==> config.mk <==
export PLATFORM = sky130hd
export DESIGN_NAME = vga_board_renderer
export DESIGN_NICKNAME = d
export VERILOG_FILES = /design/src/rtl/vga_board_pkg.sv /design/src/rtl/vga_cell_locator.sv /design/src/rtl/vga_board_renderer.sv
export SDC_FILE = /design/constraint.sdc
export NUM_CORES = 1
export LEC_CHECK = 0
export BUFFER_PORTS_ARGS = -buffer_cell sky130_fd_sc_hd__clkbuf_2
export CELL_PAD_IN_SITES_DETAIL_PLACEMENT = 0
export CELL_PAD_IN_SITES_GLOBAL_PLACEMENT = 1
export CORE_UTILIZATION = 50
export CTS_CLUSTER_SIZE = 28
export DETAILED_ROUTE_END_ITERATION = 8
export PLACE_DENSITY_LB_ADDON = 0.1
export SYNTH_ARGS = -nofsm -noshare
export SYNTH_HDL_FRONTEND = slang
export SYNTH_HIERARCHICAL = 1
export SYNTH_SLANG_ARGS = --single-unit
==> constraint.sdc <==
create_clock -name clk -period 12.8 [get_ports clk]
set_input_delay 1.28 -clock clk [delete_from_list [all_inputs] [get_ports clk]]
set_output_delay 1.28 -clock clk [all_outputs]
set_load 0.05 [all_outputs]
==> src/rtl/vga_board_pkg.sv <==
// Shared cell encodings, 12-bit colour constants and the per-pixel flag record
// carried down the vga_board_renderer pipeline.
package vga_board_pkg;

   localparam logic [1:0] CELL_EMPTY = 2'b00;
   localparam logic [1:0] CELL_P1    = 2'b01;
   localparam logic [1:0] CELL_P2    = 2'b10;

   localparam logic [11:0] RGB_BLACK  = 12'h000;
   localparam logic [11:0] RGB_WHITE  = 12'hFFF;
   localparam logic [11:0] RGB_RED    = 12'hF00;
   localparam logic [11:0] RGB_GREEN  = 12'h0F0;
   localparam logic [11:0] RGB_YELLOW = 12'hFF0;
   localparam logic [11:0] RGB_GRAY   = 12'h222;

   typedef struct packed {
      logic       en;
      logic       off_board;
      logic [1:0] state;
      logic       sel;
      logic       win;
      logic       border;
      logic       hl;
   } pix_flags_t;

   // True when rel lies within w pixels of either edge of a span of the given size.
   function automatic logic in_band(input logic [9:0] rel, input int unsigned size,
                                    input int unsigned w);
      return (32'(rel) < w) || (32'(rel) >= size - w);
   endfunction

endpackage

==> src/rtl/vga_cell_locator.sv <==
// Stage S1: maps a screen coordinate to a board cell and the offset inside it,
// using a comparator chain against constant cell boundaries.
module vga_cell_locator #(
   parameter int unsigned GRID_N = 3,
   parameter int unsigned CELL_W = 213,
   parameter int unsigned CELL_H = 160
) (
   input  logic                      clk,
   input  logic                      reset_n,
   input  logic [9:0]                x,
   input  logic [9:0]                y,
   output logic [$clog2(GRID_N)-1:0] cx,
   output logic [$clog2(GRID_N)-1:0] cy,
   output logic [9:0]                rel_x,
   output logic [9:0]                rel_y,
   output logic                      off_board
);

   localparam int unsigned CXW = $clog2(GRID_N);

   logic [CXW-1:0] cx_d, cy_d;
   logic [9:0]     base_x, base_y;

   // Boundaries c*CELL_W are elaboration constants; only compares touch x and y.
   always_comb begin
      cx_d   = '0;
      cy_d   = '0;
      base_x = '0;
      base_y = '0;
      for (int unsigned c = 1; c < GRID_N; c++) begin
         if (32'(x) >= c * CELL_W) begin
            cx_d   = CXW'(c);
            base_x = 10'(c * CELL_W);
         end
         if (32'(y) >= c * CELL_H) begin
            cy_d   = CXW'(c);
            base_y = 10'(c * CELL_H);
         end
      end
   end

   always_ff @(posedge clk or negedge reset_n) begin
      if (!reset_n) begin
         cx        <= '0;
         cy        <= '0;
         rel_x     <= '0;
         rel_y     <= '0;
         off_board <= 1'b0;
      end else begin
         cx        <= cx_d;
         cy        <= cy_d;
         rel_x     <= x - base_x;
         rel_y     <= y - base_y;
         off_board <= (32'(x) >= GRID_N * CELL_W) || (32'(y) >= GRID_N * CELL_H);
      end
   end

endmodule

==> src/rtl/vga_board_renderer.sv <==
// N x N board renderer: frame-latched board updates, win marking, sprite ROM fetch.
// Blinking of highlight and win colouring is built when VGA_BOARD_BLINK_EN is defined.
module vga_board_renderer
   import vga_board_pkg::*;
#(
   parameter int unsigned GRID_N       = 3,
   parameter int unsigned CELL_W       = 213,
   parameter int unsigned CELL_H       = 160,
   parameter int unsigned LINE_W       = 3,
   parameter int unsigned HL_W         = 6,
   parameter int unsigned ROM_LAT      = 1,
   parameter int unsigned ROM_AW       = 17,
   parameter int unsigned P2_OFFSET    = CELL_W * CELL_H,
   parameter int unsigned BLINK_FRAMES = 30
) (
   input  logic                       clk,
   input  logic                       reset_n,
   input  logic [9:0]                 x,
   input  logic [9:0]                 y,
   input  logic                       en,
   input  logic                       frame_start,
   input  logic [2*GRID_N*GRID_N-1:0] board,
   input  logic                       board_wr,
   output logic                       board_busy,
   input  logic [GRID_N*GRID_N-1:0]   sel,
   input  logic [GRID_N*GRID_N-1:0]   win_mask,
   output logic [ROM_AW-1:0]          rom_addr,
   input  logic [11:0]                rom_data,
   output logic [3:0]                 red,
   output logic [3:0]                 green,
   output logic [3:0]                 blue
);

   localparam int unsigned NC    = GRID_N * GRID_N;
   localparam int unsigned CXW   = $clog2(GRID_N);
   localparam int unsigned IDX_W = $clog2(NC);

   logic [2*NC-1:0] board_snap, board_pend;
   logic [NC-1:0]   sel_snap, win_snap;
   logic            show_blink;

   logic [CXW-1:0]   s1_cx, s1_cy;
   logic [9:0]       s1_rel_x, s1_rel_y;
   logic             s1_off, s1_en;
   logic [IDX_W-1:0] cell_idx;
   logic [1:0]       cell_raw, cell_state;
   logic             cell_sel, cell_win;
   pix_flags_t       flags_d, out_f;
   pix_flags_t       flags_q [ROM_LAT+1];
   logic [ROM_AW-1:0] rom_addr_d;
   logic [11:0]      rgb_d;

   if (HL_W <= LINE_W || BLINK_FRAMES == 0) begin : g_param_check
      $error("vga_board_renderer: HL_W must exceed LINE_W and BLINK_FRAMES must be nonzero");
   end

   // Coincident write and frame_start also refreshes pending, so a later
   // frame_start without a write cannot revert the snapshot to a stale board.
   always_ff @(posedge clk or negedge reset_n) begin
      if (!reset_n) begin
         board_snap <= '0;
         board_pend <= '0;
         board_busy <= 1'b0;
         sel_snap   <= '0;
         win_snap   <= '0;
      end else if (frame_start) begin
         sel_snap   <= sel;
         win_snap   <= win_mask;
         board_busy <= 1'b0;
         if (board_wr) begin
            board_snap <= board;
            board_pend <= board;
         end else if (board_busy) begin
            board_snap <= board_pend;
         end
      end else if (board_wr) begin
         board_pend <= board;
         board_busy <= 1'b1;
      end
   end

`ifdef VGA_BOARD_BLINK_EN
   localparam int unsigned FC_W = (BLINK_FRAMES > 1) ? $clog2(BLINK_FRAMES) : 1;
   logic [FC_W-1:0] frame_cnt;
   logic            blink_phase;

   always_ff @(posedge clk or negedge reset_n) begin
      if (!reset_n) begin
         frame_cnt   <= '0;
         blink_phase <= 1'b0;
      end else if (frame_start) begin
         if (frame_cnt == FC_W'(BLINK_FRAMES - 1)) begin
            frame_cnt   <= '0;
            blink_phase <= ~blink_phase;
         end else begin
            frame_cnt <= frame_cnt + 1'b1;
         end
      end
   end
   assign show_blink = blink_phase;
`else
   assign show_blink = 1'b1;
`endif

   vga_cell_locator #(
      .GRID_N (GRID_N),
      .CELL_W (CELL_W),
      .CELL_H (CELL_H)
   ) u_locator (
      .clk       (clk),
      .reset_n   (reset_n),
      .x         (x),
      .y         (y),
      .cx        (s1_cx),
      .cy        (s1_cy),
      .rel_x     (s1_rel_x),
      .rel_y     (s1_rel_y),
      .off_board (s1_off)
   );

   always_ff @(posedge clk or negedge reset_n) begin
      if (!reset_n) s1_en <= 1'b0;
      else          s1_en <= en;
   end

   assign cell_idx = IDX_W'(32'(s1_cy) * GRID_N + 32'(s1_cx));

   always_comb begin
      cell_raw = CELL_EMPTY;
      cell_sel = 1'b0;
      cell_win = 1'b0;
      for (int unsigned i = 0; i < NC; i++) begin
         if (cell_idx == IDX_W'(i)) begin
            cell_raw = board_snap[2*i +: 2];
            cell_sel = sel_snap[i];
            cell_win = win_snap[i];
         end
      end
      cell_state = (s1_off || (cell_raw != CELL_P1 && cell_raw != CELL_P2)) ? CELL_EMPTY : cell_raw;

      flags_d.en        = s1_en;
      flags_d.off_board = s1_off;
      flags_d.state     = cell_state;
      flags_d.sel       = cell_sel;
      flags_d.win       = cell_win;
      flags_d.border    = in_band(s1_rel_x, CELL_W, LINE_W) || in_band(s1_rel_y, CELL_H, LINE_W);
      flags_d.hl        = in_band(s1_rel_x, CELL_W, HL_W) || in_band(s1_rel_y, CELL_H, HL_W);

      if (cell_state == CELL_EMPTY) rom_addr_d = '0;
      else rom_addr_d = ROM_AW'(32'(s1_rel_y) * CELL_W + 32'(s1_rel_x)
                                + ((cell_state == CELL_P2) ? P2_OFFSET : 32'd0));
   end

   // flags_q[0] is registered alongside rom_addr; flags_q[ROM_LAT] lines up with rom_data.
   always_ff @(posedge clk or negedge reset_n) begin
      if (!reset_n) begin
         rom_addr <= '0;
         for (int unsigned i = 0; i <= ROM_LAT; i++) flags_q[i] <= '0;
      end else begin
         rom_addr   <= rom_addr_d;
         flags_q[0] <= flags_d;
         for (int unsigned i = 1; i <= ROM_LAT; i++) flags_q[i] <= flags_q[i-1];
      end
   end

   assign out_f = flags_q[ROM_LAT];

   always_comb begin
      if (!out_f.en)                                              rgb_d = RGB_BLACK;
      else if (out_f.off_board)                                   rgb_d = RGB_GRAY;
      else if (out_f.state != CELL_EMPTY && rom_data != '0)       rgb_d = (out_f.state == CELL_P1) ? RGB_GREEN : RGB_RED;
      else if (out_f.sel && out_f.hl && show_blink)               rgb_d = RGB_RED;
      else if (out_f.border)                                      rgb_d = RGB_BLACK;
      else if (out_f.win && show_blink)                           rgb_d = RGB_YELLOW;
      else                                                        rgb_d = RGB_WHITE;
   end

   always_ff @(posedge clk or negedge reset_n) begin
      if (!reset_n) {red, green, blue} <= '0;
      else          {red, green, blue} <= rgb_d;
   end

endmodule

==> impl_metrics.json <==
{
  "area_growth_pct": 15.87,
  "timing.slew.headroom_pct": 39.44,
  "post_cts.repair.setup_buffers": 0,
  "crit_type": "register to register",
  "fmax_mhz": 136.6,
  "synth-seq-area-share_pct": 39.60,
  "ys_ff_latch": 120,
  "cp-start-kind": "register",
  "cap_violations": 0,
  "drv_slew": 0,
  "dp.cells": 943,
  "rsz0062_at_grt": "false",
  "grt.total_usage_pct": 20.63,
  "power_leakage_nw": 4.481,
  "finalSetupViolCount": 0,
  "antenna_found_initial": 0,
  "crit_arrival_ns": 7.62,
  "syn-mean-instance-area_um2": 11.25,
  "antenna_cells": 0,
  "synthArstFlopShare_pct": 100.0,
  "cp-end-kind": "register",
  "dieArea_mm2": 0.01566,
  "syn_nets": 881,
  "hold_viol": 0,
  "clkTransAtPathRegs_ns": 0.05,
  "viasPerCell": 5.174,
  "yosys.area.top_type": "dfrtp_1",
  "synthTopCellsByArea": "dfrtp_1 (40%), ha_1 (16%), fa_1 (9.2%)",
  "cts_hold_buf": 0,
  "grt_pass1_wl_um": 25340,
  "syn_area_mm2": 0.007584,
  "die_h_um": 125.2,
  "num_vias": 5045,
  "synth_ff_type": "dfrtp_1",
  "drtIter0Drc": 349,
  "cts.htree.levels": 4,
  "fin_skew_ns": 0.007619,
  "peakVddDrop_mv": 0.1395,
  "dp_hpwl_um": 11610,
  "netlist_instances": 674,
  "fin_setup_tns_ns": 0,
  "drc_errors": 12,
  "yosys-top-cells-count": "dfrtp_1 (120), inv_1 (106), ha_1 (99), mux2_2 (53), fa_1 (35)",
  "netlist.area_leader.share_pct": 39.60,
  "p_per_area_mw_per_mm2": 220.5,
  "overflow": 0,
  "wl_per_cell_um": 15.13,
  "layout-drive-gt1-share_pct": 25.28,
  "final_cells": 975,
  "grt_max_degree": 77,
  "clkLatencyLatePin_ns": 0.41,
  "final_nets": 985,
  "root_buffer": "clkbuf_16",
  "wl_um": 14750,
  "routabilityCongestion": 0.8638,
  "port_buffers": 102,
  "synth_most_common_cell": "dfrtp_1",
  "synth_warnings": 6,
  "hp-class": "register to register",
  "cts_tree": "yes",
  "synth_cell_types": 57,
  "tightest_slew_ns": 0.9085,
  "initial_core_util_pct": 51.79,
  "ant_nets": 0,
  "violations": "design-rule violations",
  "num_io_pins": 103,
  "grt_pass1_vias": 5320,
  "cts_buffers": 17,
  "cts_sinks": 120,
  "status": "finished, violations left",
  "cp.required_ns": 13.10,
  "die_w_um": 125.2,
  "fin_crit_sh_pct": 57.18,
  "cts_resized": 0,
  "placementRows": 44,
  "min_period_ns": 7.320,
  "synth_edf_count": 0,
  "drtPass1Iterations": 9,
  "crit_fanout": 20,
  "cts.path.max_buffers": 2,
  "core_mm2": 0.01464
}
[critical path: stages (launching register included)]
cell       delay, ns
dfrtp_1         0.37
inv_1           0.06
fa_1            0.48
inv_1           0.04
ha_1            0.20
fa_1            0.61
or3b_1          0.43
a211oi_1        0.23
a2111oi_0       0.11
or3_1           0.40
a21oi_2         0.56
and2_1          0.32
fa_1            0.44
inv_1           0.08
fa_1            0.41
inv_1           0.09
fa_1            0.39
ha_1            0.31
ha_1            0.23
or4_1           0.55
or2_2           0.29
o22ai_1         0.17
o21ai_0         0.14
xor2_1          0.15
and2_1          0.15
[flip-flops by register name, indices dropped and copies added (netlist names), 9 cells and up]
| register | cells |
|---|---|
| board_pend | 18 |
| board_snap | 18 |
| rom_addr | 17 |
| flags_q | 16 |
| u_locator/rel_x | 10 |
| u_locator/rel_y | 10 |
| sel_snap | 9 |
| win_snap | 9 |
[power breakdown]
group          internal (W)  switching, W
Sequential         0.000436     0.0000388
Combinational      0.000449      0.000575
Clock              0.000271      0.000168
Total               0.00116      0.000781
[path summary, 6_finish.rpt]
path,slack [ns],depth (start not counted),to,from
max,5.48,24,rom_addr[15],u_locator/cy[1]
min,0.35,0,flags_q[1],flags_q[9]
max reg2reg,5.48,24,rom_addr[15],u_locator/cy[1]
min reg2reg,0.35,0,flags_q[1],flags_q[9]
max in group asynchronous,10.62,2,board_pend[0],reset_n
min in group asynchronous,0.86,1,rom_addr[14],reset_n
[cells in the final DEF, fill, tap and decap left out, types with 5 or more instances in the layout]
cell type and instances:
nand3_1 16, clkbuf_2 101, a21oi_1 20, and2_1 16, dfrtp_1 120, xor2_1 8, nand2b_1 6, ha_1 99
a21o_1 8, mux2_2 53, a31oi_1 5, nor4_1 6, fa_1 35, nor2b_1 7, xnor2_1 14, nor2_1 21
inv_1 106, nand2_1 30, o21ai_0 25, clkbuf_16 17, o21a_1 5
[per-stage QoR]
stage / power, W / instance area, um^2 / utilization, % / setup slack, ns / hold slack (ns)
finish: 0.001938 / 8787 / 60.01 / 5.480 / 0.3495
CTS: 0.001956 / 8787 / 60.01 / 5.423 / 0.3479
detailed placement: 0.001497 / 8237 / 56.25 / 5.440 / 0.3347
floorplan: 0.001274 / 7584 / - / 6.214 / 0.3312
global route: 0.002136 / 8787 / 60.01 / 5.032 / 0.3571
global placement: 0.001478 / 8237 / 56.25 / 5.636 / 0.3364
[cell families after synthesis]
logic type / share of synthesized area [%]
compound gates: 7.408
xor+xnor: 2.541
fa+ha+maj: 25.57
buf+inv: 6.633
flops: 39.60
mux: 9.520
simple gates: 8.728
[metal layers]
layer / share of wire (%) / global-route usage (%) / vias up
met5: 0 / 0 / -
met4: 1.9 / 7.747 / 0
met3: 3.8 / 3.808 / 23
met2: 47 / 33.95 / 130
met1: 48 / 27.27 / 2427
li1: - / - / 2465
[cell type report]
cell class              count  area, um^2
clock buffers              21       450.4
clock inverters            11       100.1
fillers                  1241        5857
inverters                 106       397.9
multi-input cells         429        4078
flip-flops and latches    120        3003
well taps                 184       230.2
repair buffers            104       528.0
Note: power is estimated with default switching activity, not from simulation.
